--- src/rtl/mem_bus_bridge_if.sv ---
`default_nettype none
// ============================================================================
// Module      : mem_bus_bridge_if
// Description : MEM-side RAM request and external data bus signals of the
//               MEM-to-bus bridge.
// Revision    : 1.0 - initial release
// ============================================================================
interface mem_bus_bridge_if;
    logic        ram_en;
    logic [3:0]  ram_write_en;
    logic [31:0] ram_addr;
    logic [31:0] ram_write_data;
    logic [31:0] ram_read_data;
    logic        stall_req;
    logic        bus_err;
    logic        bus_req;
    logic [3:0]  bus_we;
    logic [31:0] bus_addr;
    logic [31:0] bus_wdata;
    logic        bus_ack;
    logic [31:0] bus_rdata;

    // The bridge drives the bus; the pipeline and bus memory form the slave side.
    modport master (
        input  ram_en, ram_write_en, ram_addr, ram_write_data, bus_ack, bus_rdata,
        output ram_read_data, stall_req, bus_err, bus_req, bus_we, bus_addr, bus_wdata
    );

    modport slave (
        output ram_en, ram_write_en, ram_addr, ram_write_data, bus_ack, bus_rdata,
        input  ram_read_data, stall_req, bus_err, bus_req, bus_we, bus_addr, bus_wdata
    );
endinterface
`default_nettype wire

--- src/rtl/mem_bus_bridge.sv ---
`default_nettype none
// ============================================================================
// Module      : mem_bus_bridge
// Description : Turns MEM's single-cycle RAM request into a req/ack bus
//               transaction, stalling the pipeline until ack or timeout.
// Revision    : 1.0 - initial release
// ============================================================================
module mem_bus_bridge #(
    parameter int TIMEOUT = 16
) (
    input  logic              clk,
    input  logic              rst,
    mem_bus_bridge_if.master  bus
);

    localparam int C_CNT_W = (TIMEOUT > 0) ? $clog2(TIMEOUT + 1) : 1;
    localparam logic [C_CNT_W-1:0] C_CNT_LAST = C_CNT_W'((TIMEOUT > 0) ? TIMEOUT - 1 : 0);
    localparam logic [C_CNT_W-1:0] C_CNT_ONE  = C_CNT_W'(1);
    localparam bit C_TIMEOUT_EN = (TIMEOUT != 0);

    typedef enum logic [1:0] {
        ST_IDLE = 2'd0,
        ST_REQ  = 2'd1,
        ST_DONE = 2'd2
    } state_t;

    state_t             state_q,     state_d;
    logic               bus_req_q,   bus_req_d;
    logic [3:0]         bus_we_q,    bus_we_d;
    logic [31:0]        bus_addr_q,  bus_addr_d;
    logic [31:0]        bus_wdata_q, bus_wdata_d;
    logic [31:0]        rdata_q,     rdata_d;
    logic               err_q,       err_d;
    logic [C_CNT_W-1:0] cnt_q,       cnt_d;

    always_ff @(posedge clk or negedge rst) begin
        if (!rst) begin
            state_q     <= ST_IDLE;
            bus_req_q   <= 1'b0;
            bus_we_q    <= 4'd0;
            bus_addr_q  <= 32'd0;
            bus_wdata_q <= 32'd0;
            rdata_q     <= 32'd0;
            err_q       <= 1'b0;
            cnt_q       <= '0;
        end else begin
            state_q     <= state_d;
            bus_req_q   <= bus_req_d;
            bus_we_q    <= bus_we_d;
            bus_addr_q  <= bus_addr_d;
            bus_wdata_q <= bus_wdata_d;
            rdata_q     <= rdata_d;
            err_q       <= err_d;
            cnt_q       <= cnt_d;
        end
    end

    always_comb begin
        state_d     = state_q;
        bus_req_d   = bus_req_q;
        bus_we_d    = bus_we_q;
        bus_addr_d  = bus_addr_q;
        bus_wdata_d = bus_wdata_q;
        rdata_d     = rdata_q;
        err_d       = 1'b0;
        cnt_d       = cnt_q;

        case (state_q)
            ST_IDLE: begin
                if (bus.ram_en) begin
                    bus_addr_d  = bus.ram_addr;
                    bus_we_d    = bus.ram_write_en;
                    bus_wdata_d = bus.ram_write_data;
                    bus_req_d   = 1'b1;
                    cnt_d       = '0;
                    state_d     = ST_REQ;
                end
            end
            ST_REQ: begin
                // Ack wins over a timeout landing on the same cycle.
                if (bus.bus_ack) begin
                    if (bus_we_q == 4'd0) begin
                        rdata_d = bus.bus_rdata;
                    end
                    bus_req_d = 1'b0;
                    state_d   = ST_DONE;
                end else if (C_TIMEOUT_EN && (cnt_q == C_CNT_LAST)) begin
                    if (bus_we_q == 4'd0) begin
                        rdata_d = 32'd0;
                    end
                    bus_req_d = 1'b0;
                    err_d     = 1'b1;
                    state_d   = ST_DONE;
                end else begin
                    cnt_d = cnt_q + C_CNT_ONE;
                end
            end
            ST_DONE: begin
                // ram_en is still high here for the finished access; do not re-issue.
                state_d = ST_IDLE;
            end
            default: begin
                state_d   = ST_IDLE;
                bus_req_d = 1'b0;
            end
        endcase
    end

    assign bus.stall_req     = (state_q == ST_REQ) || ((state_q == ST_IDLE) && bus.ram_en);
    assign bus.bus_req       = bus_req_q;
    assign bus.bus_we        = bus_we_q;
    assign bus.bus_addr      = bus_addr_q;
    assign bus.bus_wdata     = bus_wdata_q;
    assign bus.ram_read_data = rdata_q;
    assign bus.bus_err       = err_q;

endmodule
`default_nettype wire
--- src/flat_wrapper.sv ---
// flat-port wrapper written by rule: the top's interface ports become plain ports
module mem_bus_bridge_flat 
#(
    parameter int TIMEOUT = 16
)
  (clk, rst, bus_ram_en, bus_ram_write_en, bus_ram_addr, bus_ram_write_data, bus_bus_ack, bus_bus_rdata, bus_ram_read_data, bus_stall_req, bus_bus_err, bus_bus_req, bus_bus_we, bus_bus_addr, bus_bus_wdata);
  mem_bus_bridge_if bus_i ();
  input  logic clk;
  input  logic rst;
  input wire logic [$bits(bus_i.ram_en)-1:0] bus_ram_en;
  input wire logic [$bits(bus_i.ram_write_en)-1:0] bus_ram_write_en;
  input wire logic [$bits(bus_i.ram_addr)-1:0] bus_ram_addr;
  input wire logic [$bits(bus_i.ram_write_data)-1:0] bus_ram_write_data;
  input wire logic [$bits(bus_i.bus_ack)-1:0] bus_bus_ack;
  input wire logic [$bits(bus_i.bus_rdata)-1:0] bus_bus_rdata;
  output wire logic [$bits(bus_i.ram_read_data)-1:0] bus_ram_read_data;
  output wire logic [$bits(bus_i.stall_req)-1:0] bus_stall_req;
  output wire logic [$bits(bus_i.bus_err)-1:0] bus_bus_err;
  output wire logic [$bits(bus_i.bus_req)-1:0] bus_bus_req;
  output wire logic [$bits(bus_i.bus_we)-1:0] bus_bus_we;
  output wire logic [$bits(bus_i.bus_addr)-1:0] bus_bus_addr;
  output wire logic [$bits(bus_i.bus_wdata)-1:0] bus_bus_wdata;
  assign bus_i.ram_en = bus_ram_en;
  assign bus_i.ram_write_en = bus_ram_write_en;
  assign bus_i.ram_addr = bus_ram_addr;
  assign bus_i.ram_write_data = bus_ram_write_data;
  assign bus_i.bus_ack = bus_bus_ack;
  assign bus_i.bus_rdata = bus_bus_rdata;
  assign bus_ram_read_data = bus_i.ram_read_data;
  assign bus_stall_req = bus_i.stall_req;
  assign bus_bus_err = bus_i.bus_err;
  assign bus_bus_req = bus_i.bus_req;
  assign bus_bus_we = bus_i.bus_we;
  assign bus_bus_addr = bus_i.bus_addr;
  assign bus_bus_wdata = bus_i.bus_wdata;
  mem_bus_bridge #(.TIMEOUT(TIMEOUT)) u_core (.clk(clk), .rst(rst), .bus(bus_i));
endmodule
--- config.mk ---
export PLATFORM = sky130hd
export DESIGN_NAME = mem_bus_bridge_flat
export DESIGN_NICKNAME = d
export VERILOG_FILES = /design/src/rtl/mem_bus_bridge_if.sv /design/src/rtl/mem_bus_bridge.sv /design/src/flat_wrapper.sv
export SDC_FILE = /design/constraint.sdc
export NUM_CORES = 1
export LEC_CHECK = 0
export CAP_MARGIN = 20
export CORE_UTILIZATION = 41
export CTS_BUF_LIST = sky130_fd_sc_hd__clkbuf_16
export DETAILED_ROUTE_END_ITERATION = 7
export GPL_TIMING_DRIVEN = 0
export PLACE_DENSITY = 0.8
export SYNTH_ARGS = -nofsm -noshare
export SYNTH_HDL_FRONTEND = slang
export SYNTH_SLANG_ARGS = --single-unit
--- constraint.sdc ---
create_clock -name clk -period 2.2 [get_ports clk]
set_clock_uncertainty 0.2 [all_clocks]
set_input_delay 0.33 -clock clk [delete_from_list [all_inputs] [get_ports clk]]
set_output_delay 0.33 -clock clk [all_outputs]
set_load 0.02 [all_outputs]
==> run_summary.xml <==
<?xml version="1.0" encoding="UTF-8"?>
<metrics>
  <group name="run_status">
    <metric name="status" unit="">finished, final reports clean</metric>
  </group>
  <group name="placement">
    <metric name="pre_cts_slack" unit="ns">-0.243</metric>
    <metric name="dp_hpwl" unit="um">7950</metric>
    <metric name="numPortBuffers" unit="">205</metric>
    <metric name="finalWeightedCongestion" unit="">0.809</metric>
  </group>
  <group name="final_layout">
    <metric name="fin_nets" unit="">620</metric>
    <metric name="layout_commonest_cell" unit="">clkdlybuf4s50_1</metric>
    <metric name="antenna_cells" unit="">0</metric>
    <metric name="final_layout_size_suffix_gt1_share" unit="%">26.8</metric>
    <metric name="layout_common_cells" unit="">clkdlybuf4s50_1, dfrtp_1, mux2_2, nand4_1, a21bo_2</metric>
    <metric name="synthToLayoutAreaGrowth" unit="%">58.1</metric>
  </group>
  <group name="setup_path">
    <metric name="crit_required" unit="ns">2.23</metric>
    <metric name="setup_cp_type" unit="">reg2reg</metric>
    <metric name="cpMaxStageDelayCell" unit="">dfrtp_1</metric>
    <metric name="crit_path_max_fanout" unit="">10</metric>
    <metric name="worst_path_largest_cell_delay" unit="ns">0.38</metric>
    <metric name="startpoint_type" unit="">flip-flop</metric>
    <metric name="endpoint_kind" unit="">flip-flop</metric>
    <metric name="crit_family" unit="">simple AND/OR/NAND/NOR gates</metric>
    <metric name="critical_path_arrival" unit="ns">2.13</metric>
    <metric name="timing.critical_path.cells" unit="">ha_1 -&gt; and3_1 -&gt; ha_2 -&gt; nor2_2 -&gt; nand3b_2 -&gt; buf_4 -&gt; a21bo_2</metric>
    <metric name="worstPathBufferInverterCount" unit="">1</metric>
  </group>
  <group name="logic_synthesis">
    <metric name="synthesis.nets" unit="">402</metric>
    <metric name="postSynthRegisterBits" unit="">109</metric>
    <metric name="synth_top_family_by_area" unit="">multiplexers</metric>
    <metric name="share_of_the_synthesized_area_in_compound_gates_ao_oa_aoi_oai" unit="%">8.65</metric>
    <metric name="syn_inst" unit="">295</metric>
    <metric name="synth.top_cells.by_area" unit="">dfrtp_1, mux2_2, a21bo_2, nand4_1, buf_2</metric>
    <metric name="synthSimpleGateAreaFrac" unit="%">7.40</metric>
    <metric name="synth_warnings" unit="">0</metric>
    <metric name="synthesis.area_per_instance" unit="um2">14.9</metric>
    <metric name="synth_top_cell_by_area" unit="">dfrtp_1</metric>
    <metric name="synth_seq_area_share" unit="%">62.3</metric>
    <metric name="synth-xor-area-share" unit="%">0.200</metric>
    <metric name="mappedNetlistArea" unit="um2">4380</metric>
    <metric name="netlist.area_leader.share" unit="%">62.3</metric>
    <metric name="synth.area.mux_share" unit="%">18.0</metric>
    <metric name="adder_cell_share_of_the_synthesized_area" unit="%">0.857</metric>
    <metric name="synth.lib_cells_used.distinct" unit="">30</metric>
  </group>
  <group name="route">
    <metric name="detailedRoute.firstIterationViolations" unit="">99</metric>
    <metric name="drc" unit="">0</metric>
    <metric name="routed_wirelength" unit="um">10600</metric>
    <metric name="drt-vias-per-instance" unit="">4.96</metric>
    <metric name="routed_len_inst" unit="um">16.3</metric>
    <metric name="route.vias.total" unit="">3242</metric>
    <metric name="drt-pass1-iter-count" unit="">4</metric>
    <metric name="route.antenna.remaining_nets" unit="">0</metric>
  </group>
  <group name="timing">
    <metric name="clock.fmax" unit="MHz">476</metric>
    <metric name="period_needed" unit="ns">2.10</metric>
    <metric name="max_slew_margin" unit="%">57.3</metric>
    <metric name="final_max_slew_viol_count" unit="">0</metric>
    <metric name="post-route-worst-setup-slack" unit="ns">0.100</metric>
    <metric name="finalSetupViolations" unit="">0</metric>
    <metric name="finalHoldViolCount" unit="">0</metric>
    <metric name="timing.hold.ws" unit="ns">0.288</metric>
    <metric name="worstMarginPinSlew" unit="ns">0.641</metric>
    <metric name="finalCritPeriodShare" unit="%">95.4</metric>
    <metric name="rsz_0062_raised_after_global_routing" unit="">yes</metric>
  </group>
  <group name="clock_network">
    <metric name="cts_root_buffer" unit="">clkbuf_16</metric>
    <metric name="clkTransAtPathRegs" unit="ns">0.07</metric>
    <metric name="insertion_delay" unit="ns">0.34</metric>
    <metric name="cts.sinks" unit="">109</metric>
    <metric name="clock_tree_from_tritoncts" unit="">yes</metric>
    <metric name="cts_buffer_depth" unit="">2</metric>
    <metric name="cts-htree-levels" unit="">3</metric>
    <metric name="number_of_buffers_created_by_cts" unit="">9</metric>
  </group>
  <group name="floorplanning">
    <metric name="top_level_ports" unit="">207</metric>
    <metric name="initial_utilization" unit="%">42.4</metric>
    <metric name="coreArea" unit="um2">10300</metric>
    <metric name="dieArea" unit="um2">11100</metric>
    <metric name="die_x" unit="um">105</metric>
    <metric name="placementRows" unit="">37</metric>
    <metric name="die_h" unit="um">105</metric>
  </group>
  <group name="pwr">
    <metric name="peak_supply_drop" unit="V">0.000531</metric>
    <metric name="pwr_density_cell" unit="nW/um2">1110</metric>
    <metric name="power.leakage" unit="nW">2.93</metric>
  </group>
  <group name="global_route">
    <metric name="grt_remaining_overflow" unit="">0</metric>
    <metric name="grt_pass1_vias" unit="">3496</metric>
    <metric name="grt_max_degree" unit="">62</metric>
    <metric name="grt_first_pass_wirelength" unit="um">17300</metric>
    <metric name="grt_util_all_layers" unit="%">20.2</metric>
    <metric name="antenna_found_initial" unit="">0</metric>
  </group>
  <group name="min_path">
    <metric name="hold_wc_path_type" unit="">in2reg</metric>
  </group>
  <group name="job">
    <metric name="max_cap_violations" unit="">0</metric>
  </group>
</metrics>
[where the power goes]
part	internal [mW]	total, mW	leakage, nW	switching (mW)
Clock	0.760	1.48	0.127	0.720
Sequential	2.64	3.02	1.32	0.381
Combinational	1.77	3.22	1.48	1.45
[tightest hold or removal path: stages]
cell       delay (ns)
buf_2            0.24
nor2_2           0.10
nand2_1          0.06
o2bb2ai_1        0.06
[metrics by stage]
step                      cells  utilization [%]  area (um2)  TNS (ns)  total power, mW
after global routing        654             67.1        6930    -0.222             8.11
final                       654             67.1        6930         0             7.72
after global placement      636             64.0        6600   -386.47             6.20
after floorplan             295                -        4380         0             4.58
after CTS                   654             66.9        6910         0             7.79
after detailed placement    637             64.2        6630     -9.46             6.30
[routing by layer]
metal / routed length (um) / track usage (%) / up-vias
met3: 914 / 7.11 / 10
met2: 5180 / 33.4 / 136
met5: 0 / 0 / -
met4: 119 / 6.64 / 0
li1: - / - / 1505
met1: 4420 / 24.6 / 1591
[synthesized netlist by cell type, drive strengths merged]
cell     number
and3          1
nor4          1
a22o          2
mux2         69
nor2b         2
nor4b         1
a31oi         2
buf          20
nor3b         1
o21ai         1
dfrtp       109
ha            3
a21oi         1
inv           2
nand2         1
nand3b        1
mux2i         1
a21bo        33
clkbuf        1
and3b         1
xnor2         1
nor2          6
o2bb2ai       1
nand4        32
nand3         2
[worst paths after layout]
| path | start | to | slack [ns] | depth (start not counted) |
|---|---|---|---|---|
| worst max-delay path | u_core.cnt_q[0]$_DFFE_PN0P_ | u_core.bus.ram_read_data[18]$_DFFE_PN0P_ | 0.10 | 7 |
| worst min-delay path | bus_bus_ack | u_core.cnt_q[4]$_DFFE_PN0P_ | 0.29 | 4 |
| worst max register to register | u_core.cnt_q[0]$_DFFE_PN0P_ | u_core.bus.ram_read_data[18]$_DFFE_PN0P_ | 0.10 | 7 |
| worst min register to register | u_core.bus.ram_read_data[7]$_DFFE_PN0P_ | u_core.bus.ram_read_data[7]$_DFFE_PN0P_ | 0.29 | 1 |
| max in group asynchronous | rst | u_core.bus.bus_wdata[21]$_DFFE_PN0P_ | 0.75 | 3 |
| min in group asynchronous | rst | u_core.bus.bus_addr[24]$_DFFE_PN0P_ | 0.34 | 2 |
[state kept, by name, indices dropped and copies added (netlist names)]
| signal | count |
|---|---|
| u_core.bus.bus_err | 1 |
| u_core.bus.bus_wdata | 32 |
| u_core.bus.bus_addr | 32 |
| u_core.bus.ram_read_data | 32 |
| u_core.cnt_q | 5 |
| u_core.state_q | 2 |
| u_core.bus.bus_req | 1 |
| u_core.bus.bus_we | 4 |
[logic make-up after synthesis]
kind of cell             Yosys count
buffers and inverters             23
flip-flops                       109
multiplexers                      70
XOR/XNOR                           1
AND/OR/NAND/NOR                   49
AO/OA/AOI/OAI                     40
adder cells (fa/ha/maj)            3
[layout make-up]
| class | count | area (um2) |
|---|---|---|
| plain buffers | 21 | 118 |
| clock buffers | 9 | 225 |
| clock inverters | 7 | 42.5 |
| fillers | 783 | 3400 |
| inverters | 2 | 7.51 |
| multi-input cells | 163 | 1550 |
| flip-flops and latches | 109 | 2730 |
| well taps | 136 | 170 |
| repair buffers | 207 | 2090 |
[what timing repair did]
action,4_1_cts,5_1_grt
hold buffers,1,0
gates resized for setup,1,9
endpoints found under the setup margin,1,33
buffers inserted,0,0
endpoints found under the hold margin,48,0
Power figures use the tool's default switching activity.
